==> src/rtl/frame_cmd_tx.sv <==
// Command/payload byte serializer: emits a command byte, then payload fetched from source RAM.
// Latency: byte_vld_o rises the cycle CMD/SEND is entered; 2-cycle FETCH/WAIT bubble per source word.
// Backpressure: byte_vld_o/dc_o/byte_data_o hold while byte_rdy_i is low; the FSM advances only on acceptance.
module frame_cmd_tx (
   input  logic        clk_i,
   input  logic        rst_n_i,
   input  logic        start_i,
   input  logic [1:0]  op_i,
   input  logic [7:0]  chan_len_i,
   input  logic [3:0]  chan_cnt_i,
   output logic        src_rd_en_o,
   output logic [3:0]  src_rd_chan_o,
   output logic [7:0]  src_rd_addr_o,
   input  logic [31:0] src_rd_data_i,
   output logic        dc_o,
   output logic        byte_vld_o,
   input  logic        byte_rdy_i,
   output logic [7:0]  byte_data_o,
   output logic        busy_o,
   output logic        done_o
);

   localparam logic [1:0] OP_CONF = 2'd0;
   localparam logic [1:0] OP_ADDR = 2'd1;
   localparam logic [1:0] OP_DATA = 2'd2;
   localparam logic [1:0] OP_ILL  = 2'd3;

   typedef enum logic [2:0] {
      ST_IDLE,
      ST_CMD,
      ST_FETCH,
      ST_WAIT,
      ST_SEND,
      ST_DONE
   } state_t;

   state_t      state_q, state_d;
   logic [1:0]  op_q;
   logic [7:0]  len_q;
   logic [3:0]  cnt_q;
   logic [3:0]  c_q, c_d;
   logic [7:0]  w_q, w_d;
   logic [1:0]  lane_q, lane_d;
   logic [31:0] word_q;
   logic        load_params;
   logic        last_lane;

   // A word yields 3 bytes for DATA_WR, 1 for ADDR_WR; CONF_WR uses the lane index for its 2 fixed bytes.
   always_comb begin
      last_lane = 1'b1;
      if (op_q == OP_DATA) begin
         last_lane = (lane_q == 2'd2);
      end else if (op_q == OP_CONF) begin
         last_lane = (lane_q == 2'd1);
      end
   end

   // Next-state, counter-advance and output decode; all outputs are a function of registered state,
   // so the asynchronous reset forces every output to zero immediately.
   always_comb begin
      state_d       = state_q;
      c_d           = c_q;
      w_d           = w_q;
      lane_d        = lane_q;
      load_params   = 1'b0;
      src_rd_en_o   = 1'b0;
      src_rd_chan_o = 4'h0;
      src_rd_addr_o = 8'h00;
      dc_o          = 1'b0;
      byte_vld_o    = 1'b0;
      byte_data_o   = 8'h00;
      busy_o        = (state_q != ST_IDLE) && (state_q != ST_DONE);
      done_o        = 1'b0;

      case (state_q)
         ST_IDLE: begin
            if (start_i) begin
               load_params = 1'b1;
               c_d         = 4'h0;
               w_d         = 8'h00;
               lane_d      = 2'd0;
               state_d     = (op_i == OP_ILL) ? ST_DONE : ST_CMD;
            end
         end
         ST_CMD: begin
            byte_vld_o  = 1'b1;
            byte_data_o = 8'h2A + {6'd0, op_q};
            if (byte_rdy_i) begin
               state_d = (op_q == OP_CONF) ? ST_SEND : ST_FETCH;
            end
         end
         ST_FETCH: begin
            src_rd_en_o   = 1'b1;
            src_rd_chan_o = c_q;
            src_rd_addr_o = w_q;
            state_d       = ST_WAIT;
         end
         ST_WAIT: begin
            state_d = ST_SEND;
         end
         ST_SEND: begin
            byte_vld_o = 1'b1;
            dc_o       = 1'b1;
            case (op_q)
               OP_CONF: byte_data_o = (lane_q == 2'd0) ? len_q : {4'h0, cnt_q};
               OP_ADDR: byte_data_o = word_q[31:24];
               OP_DATA: begin
                  case (lane_q)
                     2'd0:    byte_data_o = word_q[23:16];
                     2'd1:    byte_data_o = word_q[15:8];
                     default: byte_data_o = word_q[7:0];
                  endcase
               end
               default: byte_data_o = 8'h00;
            endcase
            if (byte_rdy_i) begin
               if (!last_lane) begin
                  lane_d = lane_q + 2'd1;
               end else begin
                  lane_d = 2'd0;
                  if (op_q == OP_CONF) begin
                     state_d = ST_DONE;
                  end else if (w_q == len_q) begin
                     if (c_q == cnt_q) begin
                        state_d = ST_DONE;
                     end else begin
                        c_d     = c_q + 4'd1;
                        w_d     = 8'h00;
                        state_d = ST_FETCH;
                     end
                  end else begin
                     w_d     = w_q + 8'd1;
                     state_d = ST_FETCH;
                  end
               end
            end
         end
         ST_DONE: begin
            done_o  = 1'b1;
            state_d = ST_IDLE;
         end
         default: begin
            state_d = ST_IDLE;
         end
      endcase
   end

   // State and datapath registers; parameters are latched only when a transfer is accepted in IDLE.
   always_ff @(posedge clk_i or negedge rst_n_i) begin
      if (!rst_n_i) begin
         state_q <= ST_IDLE;
         op_q    <= 2'd0;
         len_q   <= 8'h00;
         cnt_q   <= 4'h0;
         c_q     <= 4'h0;
         w_q     <= 8'h00;
         lane_q  <= 2'd0;
         word_q  <= 32'h0;
      end else begin
         state_q <= state_d;
         c_q     <= c_d;
         w_q     <= w_d;
         lane_q  <= lane_d;
         if (load_params) begin
            op_q  <= op_i;
            len_q <= chan_len_i;
            cnt_q <= chan_cnt_i;
         end
         if (state_q == ST_WAIT) begin
            word_q <= src_rd_data_i;
         end
      end
   end

endmodule

==> config.mk <==
export PLATFORM = sky130hd
export DESIGN_NAME = frame_cmd_tx
export DESIGN_NICKNAME = d
export VERILOG_FILES = /design/src/rtl/frame_cmd_tx.sv
export SDC_FILE = /design/constraint.sdc
export NUM_CORES = 1
export LEC_CHECK = 0
export ABC_CLOCK_PERIOD_IN_PS = 5720
export CORE_MARGIN = 10
export CORE_UTILIZATION = 55
export DETAILED_ROUTE_END_ITERATION = 10
export PLACE_DENSITY = 0.84
export SKIP_LAST_GASP = 1
export SYNTH_ARGS = -nofsm -noshare
export SYNTH_HDL_FRONTEND = slang
export SYNTH_SLANG_ARGS = --single-unit
export TNS_END_PERCENT = 1
==> constraint.sdc <==
create_clock -name clk_i -period 5.72 [get_ports clk_i]
set_clock_uncertainty 0.2 [all_clocks]
set_input_delay 1.716 -clock clk_i [delete_from_list [all_inputs] [get_ports clk_i]]
set_output_delay 1.716 -clock clk_i [all_outputs]
set_load 0.005 [all_outputs]
==> out/results.tsv, run 1 <==
metric	value	unit
period_share	0.836	
wl_per_cell	18.7	um
viasPerCell	5.96	
yosysSeqAreaShare	0.453	
cts_buffer_depth	2	
ys.flop_type	dfrtp_1	
synthAdderAreaFrac	0.0180	
clock_latency	0.34	ns
worstReg2RegEnd	w_q[2]	
switching_share	0.362	
coreArea	6030	um2
total_power	2.07	mW
vias	2847	
cts_tree	done	
path_cells	nor2_1, buf_4, nand2_1, inv_1, nand2_1, o22ai_1, clkdlybuf4s50_1	
grt_setup_unrepaired	no	
layout_common_cells	clkdlybuf4s50_1, dfrtp_1, mux2_2, a21oi_1, nand2_1	
rows	28	
fin_crit	4.78	ns
n_antenna_cell	0	
clk_pin_slew	0.06	ns
holdPathEnd	word_q[12]	
slew_viol_final	0	
cp_common_cell	nand2_1	
vdd_drop_max	0.000297	V
die_h	99.6	um
p_leak	1.87	nW
routed_wl	8950	um
synth_cells	330	
finalSetupTns	0	ns
critPathTopFamily	buffers and inverters	
syn_area	3480	um2
p_int	1.32	mW
drc	0	
postSynthNetCount	385	
antenna_found_initial	0	
synth_top_family_by_area	multiplexers	
status	completed	
worstHoldStart	word_q[12]	
critPathKind	flop to output pin	
synth_compound_area_frac	0.150	
setup_ws	0.938	ns
ys_seq_elements	63	
grt_max_degree	41	
firstDrtPassIters	5	
postCtsSetupBuffers	0	
synth_edf_count	0	
numCtsBuffers	9	
syn_to_final_growth	27.9	%
synthSimpleGateAreaFrac	0.137	
root_buffer	clkbuf_8	
min_path_type	flop to flop	
powerDensity	465	nW/um2
avgSynthCellArea	10.6	um2
htreeDepth	3	
yosys_warnings	0	
ff2ff_path_depth	5	
dieArea	9910	um2
start_kind	flop	
reg2reg_from	op_q[1]	
max_freq	209	MHz
port_buffers	74	
relSlewSlack	0.400	
drtAntennaViolNets	0	
dp_hpwl	6580	um
whs	0.307	ns
seq_power_share	0.395	
setup_violations	0	
path_buf_inv	3	
synth_mux_area_frac	0.176	
p_comb_frac	0.419	
grt_use_total	0.184	
cp_slowest_cell	clkdlybuf4s50_1	
synth-xor-area-share	0.0349	
worstSetupStartpoint	state_q[0]	
place_ws	1.33	ns
pwr-share-clk	0.186	
gp_congestion	0.904	
pin_count	75	
cp_data_required_time	3.80	ns
cp_max_fo	14	
end_kind	output pin	
die_w	99.6	um
hold_buffers	0	
overflow	0	
p_sw	0.750	mW
drive_above_1_share	0.186	
ys_types	46	
nets	454	
num-fill-cells	438	
cts.sink_count	63	
min_path_cells	1	
tightest_slew	0.900	ns
drt-initial-drc-count	233	
cp_data_arrival_time	2.87	ns
drv_cap	0	
cpPeakStageDelay	0.54	ns
start_util	0.578	
layout_commonest_cell	clkdlybuf4s50_1	
async_flop_share	1.00	
cts-resized-gates	0	
timing.final.hold_violations	0	
grt_pass1_vias	2898	
r2r_slack	3.04	ns
grt_pass1_wl	14800	um
-- cell usage after synthesis, types with 2 or more instances --
library cell / count / area share
mux2i_1: 4 / 0.011
xnor2_1: 5 / 0.013
nand4_1: 3 / 0.0054
dfrtp_1: 63 / 0.45
ha_1: 5 / 0.018
a21oi_1: 25 / 0.036
nor4_4: 2 / 0.012
nor2b_1: 4 / 0.0072
and3_1: 3 / 0.0054
and2_1: 13 / 0.023
buf_2: 3 / 0.0043
o21ai_1: 2 / 0.0029
a22o_1: 11 / 0.028
buf_1: 4 / 0.0043
a21o_1: 2 / 0.0043
inv_1: 6 / 0.0065
nand3_1: 4 / 0.0057
a22oi_1: 6 / 0.013
o211ai_1: 4 / 0.0086
nor3_1: 6 / 0.0086
mux2_2: 51 / 0.16
o21ai_0: 16 / 0.023
xor2_1: 7 / 0.018
clkbuf_1: 12 / 0.013
nor2_1: 16 / 0.017
nand2b_1: 6 / 0.011
nand2_1: 22 / 0.024
o22ai_1: 3 / 0.0054
or3_1: 3 / 0.0054
a32oi_1: 3 / 0.0075
-- sequential cells by signal (all words and copies together), names as in the netlist --
register and cells:
len_q 8, cnt_q 4, word_q 32, state_q 3
lane_q 2, c_q 4, op_q 2, w_q 8
-- power groups by stage --
stage                     Combinational (mW)  Sequential [mW]  Clock [mW]
after CTS                              0.873            0.816       0.389
after global routing                   0.951            0.845       0.411
final                                  0.868            0.817       0.385
after detailed placement               0.858            0.821           0
after global placement                 0.841            0.810           0
after floorplan                        0.663            0.722           0
-- kinds of logic (layout without fill, tap and decap cells) --
| family | Yosys count | count (layout) |
|---|---|---|
| buffers and inverters | 26 | 99 |
| adders and majority gates | 5 | 5 |
| DFF | 63 | 63 |
| and+or+nand+nor | 87 | 87 |
| AOI/OAI and AO/OA | 81 | 81 |
| muxes | 55 | 55 |
| xor gates and xnor gates | 13 | 13 |
-- layer usage --
metal | routed length [um] | GRT usage
met1 | 3700 | 0.227
met2 | 4290 | 0.288
met3 | 744 | 0.0554
met4 | 213 | 0.0871
met5 | 0 | 0
-- worst max path at each step --
stage / depth (start not counted) / slack (ns) / to
after floorplan: 8 / 2.19 / byte_data_o[3]
after global placement: 7 / 1.41 / byte_data_o[5]
after detailed placement: 7 / 1.33 / byte_data_o[5]
after CTS: 7 / 0.97 / byte_data_o[5]
after global routing: 5 / 0.79 / byte_data_o[6]
final: 7 / 0.94 / byte_data_o[5]
-- worst register-to-register path, stage by stage, from the launching register on --
cell,delay [ns]
dfrtp_1,0.63
and2_1,0.30
o211ai_1,0.72
a21oi_1,0.33
a32oi_1,0.30
nand2_1,0.09
-- metrics by stage --
stage | cell area (um2) | utilization | std cells
5_1_grt | 4450 | 0.739 | 478
3_3_place_gp | 4260 | 0.706 | 463
4_1_cts | 4450 | 0.739 | 478
3_5_place_dp | 4260 | 0.706 | 463
2_1_floorplan | 3480 | - | 330
6_report | 4450 | 0.739 | 478
-- cell type report --
cell class | count | area, um2 | area share
Inverter | 6 | 22.5 | 0.00506
Clock buffer | 12 | 155 | 0.0348
Sequential cell | 63 | 1580 | 0.354
Timing Repair Buffer | 78 | 766 | 0.172
Multi-Input combinational cell | 241 | 1800 | 0.403
Clock inverter | 3 | 42.5 | 0.00955
Tap cell | 75 | 93.8 | 0.0211
Note: power is estimated with default switching activity, not from simulation.
==> run 2, diff against run 1 <==
ABC_CLOCK_PERIOD_IN_PS = 4820   (was 5720)
CORE_UTILIZATION = 51   (was 55)
PLACE_DENSITY = 0.78   (was 0.84)
clock period = 4.82 ns   (was 5.72 ns; I/O delays follow)
==> run 2 against run 1 <==
  * Combinational power increased by 21%
  * Largest power group unchanged
  * Sequential share of layout area decreased by 0.32 points
  * First-iteration DRC count down 26%
==> out/results.tsv, run 2 (same netlist as run 1, synthesis figures left out) <==
metric	value	unit
clk_pin_slew	0.07	ns
start_kind	flop	
largest_reg_flops	32	
n_antenna_cell	0	
pin_count	75	
numCtsBuffers	9	
nets	457	
powerDensity	558	nW/um2
hold_buffers	0	
cp_data_arrival_time	2.67	ns
coreArea	6720	um2
layout_commonest_cell	clkdlybuf4s50_1	
regMostFlops	word_q	
cp_max_fo	12	
critPathKind	flop to output pin	
overflow	0	
cp_slowest_cell	clkdlybuf4s50_1	
tightest_slew	1.03	ns
period_share	0.896	
vias	2865	
antenna_found_initial	0	
root_buffer	clkbuf_8	
slew_viol_final	0	
htreeDepth	3	
syn_to_final_growth	29.0	%
firstDrtPassIters	4	
die_w	103	um
grt_pass1_wl	15100	um
drive_above_1_share	0.194	
wl_per_cell	19.1	um
dieArea	10500	um2
drt-initial-drc-count	172	
drc	0	
grt_pass1_vias	3015	
finalSetupTns	0	ns
die_h	103	um
p_leak	1.90	nW
rows	30	
utilization	0.669	
grt_max_degree	47	
start_util	0.518	
min_path_type	flop to flop	
cts_buffer_depth	2	
drtAntennaViolNets	0	
clock_latency	0.34	ns
cts-resized-gates	0	
grt_setup_unrepaired	no	
cts_tree	done	
dp_hpwl	6910	um
path_cells	inv_1, ha_1, nor2b_1, a22o_1, a21oi_1, o22ai_1, clkdlybuf4s50_1	
timing.final.hold_violations	0	
cpPeakStageDelay	0.55	ns
num-fill-cells	534	
layout_common_cells	clkdlybuf4s50_1, dfrtp_1, mux2_2, a21oi_1, nand2_1	
viasPerCell	5.88	
relSlewSlack	0.315	
cts.sink_count	63	
largestRegisters	word_q: 32 flops, len_q: 8 flops, w_q: 8 flops	
port_buffers	74	
setup_violations	0	
postCtsSetupBuffers	0	
gp_congestion	0.856	
status	completed	
routed_wl	9320	um
vdd_drop_max	0.000353	V
drv_cap	0	
grt_use_total	0.183	
max_freq	232	MHz
end_kind	output pin	
cp_data_required_time	3.17	ns
fin_crit	4.32	ns
## run 2: final timing paths
check / start / end / slack, ns / cells past startpoint
hold reg to reg: word_q[23] / word_q[23] / 0.31 / 1
max in group asynchronous: rst_n_i / w_q[7] / 2.52 / 2
hold / removal: word_q[23] / word_q[23] / 0.31 / 1
setup reg to reg: op_q[1] / w_q[2] / 2.07 / 6
min in group asynchronous: rst_n_i / cnt_q[1] / 1.08 / 1
setup / recovery: lane_q[0] / byte_data_o[5] / 0.50 / 7
## run 2: layout make-up
| cell class | instances | area, um2 | area share |
|---|---|---|---|
| flip-flops and latches | 63 | 1580 | 0.351 |
| inverters | 6 | 22.5 | 0.00501 |
| well taps | 80 | 100 | 0.0223 |
| repair buffers | 81 | 788 | 0.175 |
| clock inverters | 3 | 40.0 | 0.00891 |
| multi-input cells | 241 | 1800 | 0.400 |
| clock buffers | 13 | 169 | 0.0376 |
## run 2: where the power goes
part / internal, mW / switching (mW) / total, mW
logic: 0.566 / 0.487 / 1.05
registers: 0.747 / 0.223 / 0.971
clock network: 0.280 / 0.205 / 0.485
total: 1.59 / 0.916 / 2.51
## run 2: stage by stage
stage | setup WS (ns) | cells | power [mW] | hold WS (ns) | cell area, um2
final | 0.503 | 487 | 2.51 | 0.308 | 4490
after floorplan | 1.56 | 330 | 1.64 | 0.274 | 3480
after detailed placement | 0.892 | 471 | 2.02 | 0.294 | 4280
after CTS | 0.532 | 487 | 2.51 | 0.310 | 4490
after global routing | 0.328 | 487 | 2.67 | 0.325 | 4490
after global placement | 0.967 | 471 | 1.98 | 0.282 | 4280
## run 2: worst max-delay path: cells and delay by family (launching register included)
family          cells  cell delay [ns]
fa+ha+maj           1             0.53
compound gates      3             0.41
simple gates        1             0.33
buf+inv             2             0.67
flops               1             0.39
## run 2: per-layer routing
metal  wire (um)  global-route usage  vias to the layer above
met4          79              0.0542                        0
met3         680              0.0590                        8
met5           0                   0                        -
met2        4670               0.309                      112
met1        3890               0.216                     1411
li1            -                   -                     1334
